[config.mk]
export PLATFORM = sky130hd
export DESIGN_NAME = emulador_controle_flat
export DESIGN_NICKNAME = d
export VERILOG_FILES = /design/src/rtl/emulador_controle_pkg.sv /design/src/rtl/emulador_controle_if.sv /design/src/rtl/emulador_controle_sincronizador_borda.sv /design/src/rtl/emulador_controle.sv /design/src/flat_wrapper.sv
export SDC_FILE = /design/constraint.sdc
export NUM_CORES = 1
export LEC_CHECK = 0
export ABC_AREA = 1
export CELL_PAD_IN_SITES_DETAIL_PLACEMENT = 1
export CELL_PAD_IN_SITES_GLOBAL_PLACEMENT = 2
export CORE_MARGIN = 10
export CORE_UTILIZATION = 30
export CTS_CLUSTER_SIZE = 8
export DETAILED_ROUTE_END_ITERATION = 10
export GPL_TIMING_DRIVEN = 0
export PLACE_DENSITY_LB_ADDON = 0.1
export SYNTH_ARGS = -nofsm -noshare
export SYNTH_HDL_FRONTEND = slang
export SYNTH_HIERARCHICAL = 1
export SYNTH_SLANG_ARGS = --single-unit
export TNS_END_PERCENT = 5
[constraint.sdc]
create_clock -name Clock50 -period 1.97 [get_ports Clock50]
set_clock_uncertainty 0.1 [all_clocks]
set_input_delay 0.197 -clock Clock50 [delete_from_list [all_inputs] [get_ports Clock50]]
set_output_delay 0.197 -clock Clock50 [all_outputs]
set_load 0.05 [all_outputs]
[src/rtl/emulador_controle_pkg.sv]
// Shared constants for the gamepad link: button bit positions, phase encoding and timeout sizing.
package pkg_controle;

    localparam int BT_UP    = 0;
    localparam int BT_DOWN  = 1;
    localparam int BT_LEFT  = 2;
    localparam int BT_RIGHT = 3;
    localparam int BT_A     = 4;
    localparam int BT_B     = 5;
    localparam int BT_C     = 6;
    localparam int BT_START = 7;
    localparam int BT_X     = 8;
    localparam int BT_Y     = 9;
    localparam int BT_Z     = 10;
    localparam int BT_MODE  = 11;

    typedef enum logic [2:0] {
        FASE_0, FASE_1, FASE_2, FASE_3, FASE_4, FASE_5, FASE_6, FASE_7
    } fase_t;

    localparam int TIMEOUT_PADRAO = 75000;

    function automatic int largura_contador(input int valor);
        return $clog2(valor + 1);
    endfunction

endpackage

[src/rtl/emulador_controle_if.sv]
// Pin-level link between a Sega-style host (drives Select) and the pad (drives data pins).
interface emulador_controle_if;

    logic        Select;
    logic [11:0] Botoes;
    logic        Pino1;
    logic        Pino2;
    logic        Pino3;
    logic        Pino4;
    logic        Pino6;
    logic        Pino9;
    logic [2:0]  Fase;

    modport master (
        output Select, Botoes,
        input  Pino1, Pino2, Pino3, Pino4, Pino6, Pino9, Fase
    );

    modport slave (
        input  Select, Botoes,
        output Pino1, Pino2, Pino3, Pino4, Pino6, Pino9, Fase
    );

endinterface

[src/rtl/emulador_controle_sincronizador_borda.sv]
// 2-FF synchroniser for an asynchronous level plus edge flags on the synchronised value.
// Latency: 2 cycles to sync, edge flags one cycle wide; never stalls.
module sincronizador_borda #(
    parameter logic INICIAL = 1'b1
) (
    input  logic clk,
    input  logic rst,
    input  logic din,
    output logic sync,
    output logic rise,
    output logic fall,
    output logic any_edge
);

    logic meta;
    logic estavel;
    logic atrasado;

    always_ff @(posedge clk) begin
        if (rst) begin
            meta     <= INICIAL;
            estavel  <= INICIAL;
            atrasado <= INICIAL;
        end else begin
            meta     <= din;
            estavel  <= meta;
            atrasado <= estavel;
        end
    end

    assign sync     = estavel;
    assign rise     = estavel & ~atrasado;
    assign fall     = ~estavel & atrasado;
    assign any_edge = estavel ^ atrasado;

endmodule

[src/rtl/emulador_controle.sv]
// Six/three-button pad emulator: Select edges step a phase counter that picks which buttons drive the pins.
// Latency: Select edge -> pins 4 cycles, Botoes -> pins 1 cycle; no backpressure, never stalls.
module emulador_controle
    import pkg_controle::*;
#(
    parameter int TIMEOUT = TIMEOUT_PADRAO,
    parameter bit MODO6   = 1'b1
) (
    input  logic          Clock50,
    input  logic          Reset,
    emulador_controle_if.slave bus
);

    localparam int            CW        = largura_contador(TIMEOUT);
    localparam logic [CW-1:0] LIMITE    = CW'(TIMEOUT);
    localparam logic [CW-1:0] LIMITE_M1 = CW'(TIMEOUT - 1);

    logic          sel_sync;
    logic          sel_rise;
    logic          sel_fall;
    logic          sel_any;
    fase_t         fase;
    fase_t         fase_next;
    fase_t         fase_dec;
    fase_t         fase_q;
    logic [CW-1:0] cnt;
    logic [CW-1:0] cnt_next;
    logic [5:0]    pinos;
    logic [5:0]    pinos_next;

    sincronizador_borda #(.INICIAL(1'b1)) u_sinc (
        .clk      (Clock50),
        .rst      (Reset),
        .din      (bus.Select),
        .sync     (sel_sync),
        .rise     (sel_rise),
        .fall     (sel_fall),
        .any_edge (sel_any)
    );

    always_ff @(posedge Clock50) begin
        if (Reset) begin
            fase   <= FASE_0;
            cnt    <= '0;
            pinos  <= '1;
            fase_q <= FASE_0;
        end else begin
            fase   <= fase_next;
            cnt    <= cnt_next;
            pinos  <= pinos_next;
            fase_q <= fase;
        end
    end

    // An edge always beats the timeout; once saturated, resync re-applies harmlessly every cycle.
    always_comb begin
        fase_next = fase;
        cnt_next  = cnt;
        if (sel_rise || sel_fall) begin
            fase_next = fase_t'(fase + 3'd1);
        end else if (cnt >= LIMITE_M1) begin
            fase_next = sel_sync ? FASE_0 : FASE_1;
        end
        if (sel_any) begin
            cnt_next = '0;
        end else if (cnt != LIMITE) begin
            cnt_next = cnt + CW'(1);
        end
    end

    // Pin vector order: {Pino9, Pino6, Pino4, Pino3, Pino2, Pino1}; pressed button drives 0.
    always_comb begin
        fase_dec   = (!MODO6 && fase[2]) ? fase_t'({1'b0, fase[1:0]}) : fase;
        pinos_next = ~{bus.Botoes[BT_C], bus.Botoes[BT_B], bus.Botoes[BT_RIGHT],
                       bus.Botoes[BT_LEFT], bus.Botoes[BT_DOWN], bus.Botoes[BT_UP]};
        case (fase_dec)
            FASE_1, FASE_3: pinos_next = {~bus.Botoes[BT_START], ~bus.Botoes[BT_A], 2'b00,
                                          ~bus.Botoes[BT_DOWN], ~bus.Botoes[BT_UP]};
            FASE_5:         pinos_next = {~bus.Botoes[BT_START], ~bus.Botoes[BT_A], 4'b0000};
            FASE_6:         pinos_next = ~{bus.Botoes[BT_C], bus.Botoes[BT_B], bus.Botoes[BT_MODE],
                                           bus.Botoes[BT_X], bus.Botoes[BT_Y], bus.Botoes[BT_Z]};
            FASE_7:         pinos_next = {~bus.Botoes[BT_START], ~bus.Botoes[BT_A], 4'b1111};
            default:        ;
        endcase
    end

    assign bus.Pino1 = pinos[0];
    assign bus.Pino2 = pinos[1];
    assign bus.Pino3 = pinos[2];
    assign bus.Pino4 = pinos[3];
    assign bus.Pino6 = pinos[4];
    assign bus.Pino9 = pinos[5];
    assign bus.Fase  = fase_q;

endmodule
[src/flat_wrapper.sv]
// flat-port wrapper written by rule: the top's interface ports become plain ports
module emulador_controle_flat import pkg_controle::*;
#(
    parameter int TIMEOUT = TIMEOUT_PADRAO,
    parameter bit MODO6   = 1'b1
)
  (Clock50, Reset, bus_Select, bus_Botoes, bus_Pino1, bus_Pino2, bus_Pino3, bus_Pino4, bus_Pino6, bus_Pino9, bus_Fase);
  emulador_controle_if bus_i ();
  input  logic Clock50;
  input  logic Reset;
  input wire logic [$bits(bus_i.Select)-1:0] bus_Select;
  input wire logic [$bits(bus_i.Botoes)-1:0] bus_Botoes;
  output wire logic [$bits(bus_i.Pino1)-1:0] bus_Pino1;
  output wire logic [$bits(bus_i.Pino2)-1:0] bus_Pino2;
  output wire logic [$bits(bus_i.Pino3)-1:0] bus_Pino3;
  output wire logic [$bits(bus_i.Pino4)-1:0] bus_Pino4;
  output wire logic [$bits(bus_i.Pino6)-1:0] bus_Pino6;
  output wire logic [$bits(bus_i.Pino9)-1:0] bus_Pino9;
  output wire logic [$bits(bus_i.Fase)-1:0] bus_Fase;
  assign bus_i.Select = bus_Select;
  assign bus_i.Botoes = bus_Botoes;
  assign bus_Pino1 = bus_i.Pino1;
  assign bus_Pino2 = bus_i.Pino2;
  assign bus_Pino3 = bus_i.Pino3;
  assign bus_Pino4 = bus_i.Pino4;
  assign bus_Pino6 = bus_i.Pino6;
  assign bus_Pino9 = bus_i.Pino9;
  assign bus_Fase = bus_i.Fase;
  emulador_controle #(.TIMEOUT(TIMEOUT), .MODO6(MODO6)) u_core (.Clock50(Clock50), .Reset(Reset), .bus(bus_i));
endmodule
==> results.sh, run 1 <==
export IMPL_std_cell_rows=26
export IMPL_path_cells="clkdlybuf4s50_1"
export IMPL_path_max_fanout=1
export IMPL_hold_depth=2
export IMPL_cts_max_level=2
export IMPL_reg2reg_depth=9
export IMPL_syn_inst=206
export IMPL_drv_slew=0
export IMPL_tightest_slew_ns=0.523
export IMPL_io_pins=24
export IMPL_dieWidth_um=92.0
export IMPL_vias_per_cell=4.48
export IMPL_worstSetupPathType="reg2out"
export IMPL_postCtsSetupRepairBufs=0
export IMPL_ys_warn_count=6
export IMPL_initial_utilization_pct=30.6
export IMPL_critical_path_required_ns=1.67
export IMPL_start_kind="flop"
export IMPL_cts_max_path_buffers=2
export IMPL_relSlewSlack_pct=65.0
export IMPL_p_total_mw=1.46
export IMPL_tns_ns=0
export IMPL_gr_total_overflow=0
export IMPL_fmaxAchievable_mhz=587
export IMPL_powerDensity_nw_per_um2=738
export IMPL_grt_pass1_wl_mm=6.79
export IMPL_syn_nets=230
export IMPL_drive_above_1_share_pct=10.1
export IMPL_crit_family="buffers and inverters"
export IMPL_numPortBuffers=23
export IMPL_outcome="complete, no violations"
export IMPL_grt_pass1_vias=1474
export IMPL_crit_slowest_cell="clkdlybuf4s50_1"
export IMPL_syn_area_per_cell_um2=7.54
export IMPL_synthArstFlopShare_pct=0
export IMPL_fin_cells=307
export IMPL_leakagePower_nw=0.857
export IMPL_cap_violations=0
export IMPL_worst_endpoint_arrival_ns=1.41
export IMPL_grt_max_degree=12
export IMPL_synth_cell_types=28
export IMPL_antenna_found_initial=0
export IMPL_place_ws_ns=0.0402
export IMPL_setup_viol=0
export IMPL_cts_root_buf="clkbuf_8"
export IMPL_end_kind="output port"
export IMPL_drc=0
export IMPL_syn_cell_area_um2=1550
export IMPL_ctsHoldBuffers=0
export IMPL_ant_nets=0
export IMPL_cts_buffers=5
export IMPL_cts_reportedPaths_clkPinSlew_ns=0.07
export IMPL_synth_seq_cells=32
export IMPL_hp_class="reg2reg"
export IMPL_synth_edf_count=0
export IMPL_drt_initial_drc_count=30
export IMPL_ys_flop_type="dfxtp_1"
export IMPL_insertion_delay_ns=0.28
export IMPL_dp_hpwl_mm=3.04
export IMPL_routabilityCongestion=0.770
export IMPL_post_route_util_pct=39.1
export IMPL_final_nets=260
export IMPL_fin_ws_ns=0.268
export IMPL_ys_seq_area_share_pct=41.2
export IMPL_routed_wl_mm=3.80
export IMPL_worst_path_buf_inv=1
export IMPL_finalHoldViolCount=0
export IMPL_critPathMaxStageDelay_ns=0.81
export IMPL_dieArea_um2=8460
export IMPL_core_area_um2=5070
export IMPL_clkSinkCount=32
export IMPL_route_vias_total=1376
export IMPL_ir_drop_uv=337
export IMPL_dpl_cell_count=299
export IMPL_dieHeight_um=92.0
export IMPL_grt_usage_pct=9.53
export IMPL_ctsResizeCount=0
export IMPL_tritoncts="built"
export IMPL_wire_per_inst_um=12.4
export IMPL_worst_path_stages=1
export IMPL_finalCritPeriodShare_pct=86.4
export IMPL_fin_crit_ns=1.70
export IMPL_rsz0062_at_grt="no"
export IMPL_firstDrtPassIters=3
export IMPL_antennaDiodeCount=0
export IMPL_syn2layout_area_growth_pct=27.6
[per-stage QoR]
step / hold WS (ns) / instance area, um^2
after floorplan: 0.182 / 1550
after global placement: 0.299 / 1870
after detailed placement: 0.304 / 1870
after CTS: 0.325 / 1980
after global routing: 0.357 / 1980
final: 0.317 / 1980
[cell usage after synthesis (3+ instances only)]
cell type  instances  share of area, %
nand2_1           38               9.2
ha_1               9               7.2
dfxtp_1           32                41
o21ai_0            8               2.6
o221ai_1           4               2.3
inv_1             32               7.7
a21oi_1           13               4.2
nor2_4             4               2.9
nor3_1             3              0.97
nand3_1            8               2.6
nand2_2            3               1.2
nor2_1            28               6.8
nor2_2             3               1.2
[routing by layer]
| layer | wire (um) | up-vias | track usage, % | share of wire, % |
|---|---|---|---|---|
| met1 | 1730 | 639 | 11.4 | 45 |
| met3 | 127 | 8 | 3.02 | 3.3 |
| met2 | 1890 | 14 | 15.8 | 50 |
| met4 | 61 | 0 | 2.96 | 1.6 |
| met5 | 0 | - | 0 | 0 |
| li1 | - | 715 | - | - |
[power breakdown]
part	leakage [nW]	internal (mW)	switching (mW)
Sequential	0.261	0.666	0.0118
Clock	0.0541	0.374	0.252
Combinational	0.542	0.0663	0.0919
Total	0.857	1.11	0.356
[registers in the layout (all words and copies together), names as in the netlist]
name,count
u_core/fase,3
u_core/u_sinc/meta,1
u_core/u_sinc/atrasado,1
u_core/u_sinc/sync,1
u_core/bus.Fase,3
u_core/pinos,6
u_core/cnt,17
[cell usage in the layout, fill, tap and decap left out, types with 3 or more instances in the layout]
cell type | Yosys | routed
a21oi_1 | 13 | 13
inv_1 | 32 | 32
nor2_4 | 4 | 4
clkdlybuf4s50_1 | 0 | 23
nor2_1 | 28 | 28
nor3_1 | 3 | 3
nand2_2 | 3 | 3
o21ai_0 | 8 | 8
clkbuf_8 | 0 | 5
nand3_1 | 8 | 8
nor2_2 | 3 | 3
nand2_1 | 38 | 38
o221ai_1 | 4 | 4
dfxtp_1 | 32 | 32
ha_1 | 9 | 9
[final timing paths]
path	startpoint	end	slack (ns)
min	u_core/u_sinc/meta	u_core/u_sinc/sync	0.32
min reg2reg	u_core/u_sinc/meta	u_core/u_sinc/sync	0.32
max reg2reg	u_core/u_sinc/sync	u_core/fase[0]	0.27
max	u_core/pinos[3]	bus_Pino4	0.27
[cell families after synthesis]
family,after synthesis,share of synthesized area (%)
adders and majority gates,9,7.25
xor gates and xnor gates,2,1.13
and+or+nand+nor,92,28.0
DFF,32,41.2
buffers and inverters,36,8.78
AOI/OAI and AO/OA,35,13.6
[final cells by class]
cell class                 instances  area, um^2
buffer                             1        3.75
inverter                          35         133
clock inverter                     3        42.5
timing repair buffer              23         230
fill                             660        3090
tap                               70        87.6
clock buffer                       5        68.8
multi-input combinational        138         777
sequential                        32         641
(Power assumes the default switching activity.)
==> run 2, diff against run 1 <==
CORE_MARGIN = 1   (was 10)
PLACE_DENSITY = 0.86   (was unset)
PLACE_DENSITY_LB_ADDON = unset   (was 0.1)
==> run 2 against run 1 <==
Compared with the run above: fmax decreased by 0.51%; die area fell by 35%; first-iteration DRC count grew 6.7%; setup slack got worse by 0.0087 ns; via count rose by 0.36%; critical endpoint is now u_core/cnt[10].
==> results.sh, run 2 (synthesis results as in run 1) <==
export IMPL_drv_slew=0
export IMPL_cts_max_path_buffers=2
export IMPL_insertion_delay_ns=0.29
export IMPL_grt_pass1_wl_mm=5.89
export IMPL_r2r_end="u_core/cnt[10]"
export IMPL_finalHoldViolCount=0
export IMPL_gr_total_overflow=0
export IMPL_tritoncts="built"
export IMPL_std_cell_rows=25
export IMPL_initial_utilization_pct=32.1
export IMPL_ctsResizeCount=0
export IMPL_crit_end="u_core/cnt[10]"
export IMPL_antenna_found_initial=0
export IMPL_ir_drop_uv=348
export IMPL_routed_wl_mm=3.49
export IMPL_rsz0062_at_grt="no"
export IMPL_antennaDiodeCount=0
export IMPL_setup_viol=0
export IMPL_powerDensity_nw_per_um2=745
export IMPL_cts_root_buf="clkbuf_8"
export IMPL_numPortBuffers=23
export IMPL_grt_max_degree=12
export IMPL_hp_class="reg2reg"
export IMPL_critical_path_required_ns=2.11
export IMPL_postCtsSetupRepairBufs=0
export IMPL_tightest_slew_ns=0.503
export IMPL_fin_crit_ns=1.71
export IMPL_routabilityCongestion=0.717
export IMPL_io_pins=24
export IMPL_crit_slowest_cell="dfxtp_1"
export IMPL_dp_hpwl_mm=2.68
export IMPL_drt_initial_drc_count=32
export IMPL_route_vias_total=1381
export IMPL_largest_reg_flops=17
export IMPL_cp_common_cell="inv_1"
export IMPL_cts_max_level=2
export IMPL_critPathMaxStageDelay_ns=0.36
export IMPL_drive_above_1_share_pct=10.1
export IMPL_fmaxAchievable_mhz=584
export IMPL_cts_reportedPaths_clkPinSlew_ns=0.07
export IMPL_hold_depth=2
export IMPL_worst_path_buf_inv=3
export IMPL_path_max_fanout=10
export IMPL_dieArea_um2=5470
export IMPL_layout_common_cells="38 x nand2_1, 32 x inv_1, 32 x dfxtp_1"
export IMPL_final_nets=260
export IMPL_grt_usage_pct=14.6
export IMPL_outcome="complete, no violations"
export IMPL_worst_endpoint_arrival_ns=1.85
export IMPL_start_kind="flop"
export IMPL_dieWidth_um=74.0
export IMPL_ant_nets=0
export IMPL_syn2layout_area_growth_pct=27.4
export IMPL_cap_violations=0
export IMPL_cts_buffers=5
export IMPL_end_kind="flop"
export IMPL_relSlewSlack_pct=66.3
export IMPL_vias_per_cell=4.54
export IMPL_grt_pass1_vias=1339
export IMPL_leakagePower_nw=0.857
export IMPL_reg2reg_depth=7
export IMPL_r2r_start="u_core/u_sinc/sync"
export IMPL_clkSinkCount=32
export IMPL_dieHeight_um=74.0
export IMPL_crit_family="flip-flops"
export IMPL_tns_ns=0
export IMPL_wire_per_inst_um=11.5
export IMPL_largest_registers="u_core/cnt (17), u_core/pinos (6)"
export IMPL_ctsHoldBuffers=0
export IMPL_core_area_um2=4850
export IMPL_startpoint="u_core/u_sinc/sync"
export IMPL_worst_path_stages=7
export IMPL_finalCritPeriodShare_pct=86.9
export IMPL_drc=0
export IMPL_fin_cells=304
export IMPL_r2r_setup_slack_ns=0.26
export IMPL_firstDrtPassIters=4
export IMPL_final_common_cell="nand2_1"
export IMPL_path_cells="inv_1 > ha_1 > inv_1 > nor2_4 > inv_1 > a21oi_1 > o21a_1"
export IMPL_worstSetupPathType="reg2reg"
export IMPL_regMostFlops="u_core/cnt"
export IMPL_placed_area_um2=1870
export IMPL_final_area_um2=1980
export IMPL_fillers=600
export IMPL_hp_start="u_core/u_sinc/meta"
export IMPL_dpl_cell_count=296
==> run 2: cell counts in the layout (fill, tap and decap cells not counted) <==
Identical to the previous run, type by type.
==> run 2: worst min-delay path, cell delays in order (launching register included) <==
cell and delay (ns):
dfxtp_1 0.31, inv_1 0.03, nand2_1 0.05
==> run 2: power breakdown <==
group | switching (mW) | internal, mW | total (mW) | leakage, nW
clock | 0.264 | 0.374 | 0.639 | 0.0541
combinational | 0.0915 | 0.0665 | 0.158 | 0.542
sequential | 0.0119 | 0.666 | 0.678 | 0.261
==> run 2: final cells by class <==
type / count / area, um^2 / share of cell area, %
buffer: 1 / 3.75 / 0.190
clock buffer: 5 / 68.8 / 3.48
clock inverter: 3 / 42.5 / 2.15
inverter: 35 / 133 / 6.70
multi-input combinational: 138 / 777 / 39.3
sequential: 32 / 641 / 32.4
tap: 67 / 83.8 / 4.24
timing repair buffer: 23 / 230 / 11.6
==> run 2: per-stage QoR <==
| step | setup slack [ns] | util [%] | hold slack [ns] | total power, mW |
|---|---|---|---|---|
| floorplan | 0.526 | - | 0.182 | 0.785 |
| global placement | 0.0543 | 38.5 | 0.293 | 0.848 |
| detailed placement | 0.0501 | 38.5 | 0.307 | 0.852 |
| CTS | 0.215 | 40.8 | 0.322 | 1.50 |
| global route | 0.0757 | 40.8 | 0.337 | 1.55 |
| finish | 0.259 | 40.8 | 0.319 | 1.47 |
==> run 2: routing by layer <==
| metal | track usage [%] | vias to the layer above | routed length [um] |
|---|---|---|---|
| met5 | 0 | - | 0 |
| met3 | 4.47 | 6 | 134 |
| met1 | 17.8 | 639 | 1680 |
| met2 | 23.2 | 18 | 1600 |
| met4 | 7.69 | 0 | 73 |
| li1 | - | 718 | - |
==> run 2: how the worst min path moves through the flow <==
stage,endpoint
2_1_floorplan,u_core/u_sinc/meta
3_3_place_gp,u_core/u_sinc/sync
3_5_place_dp,u_core/u_sinc/sync
4_1_cts,u_core/u_sinc/meta
5_1_grt,u_core/u_sinc/sync
6_report,u_core/u_sinc/sync
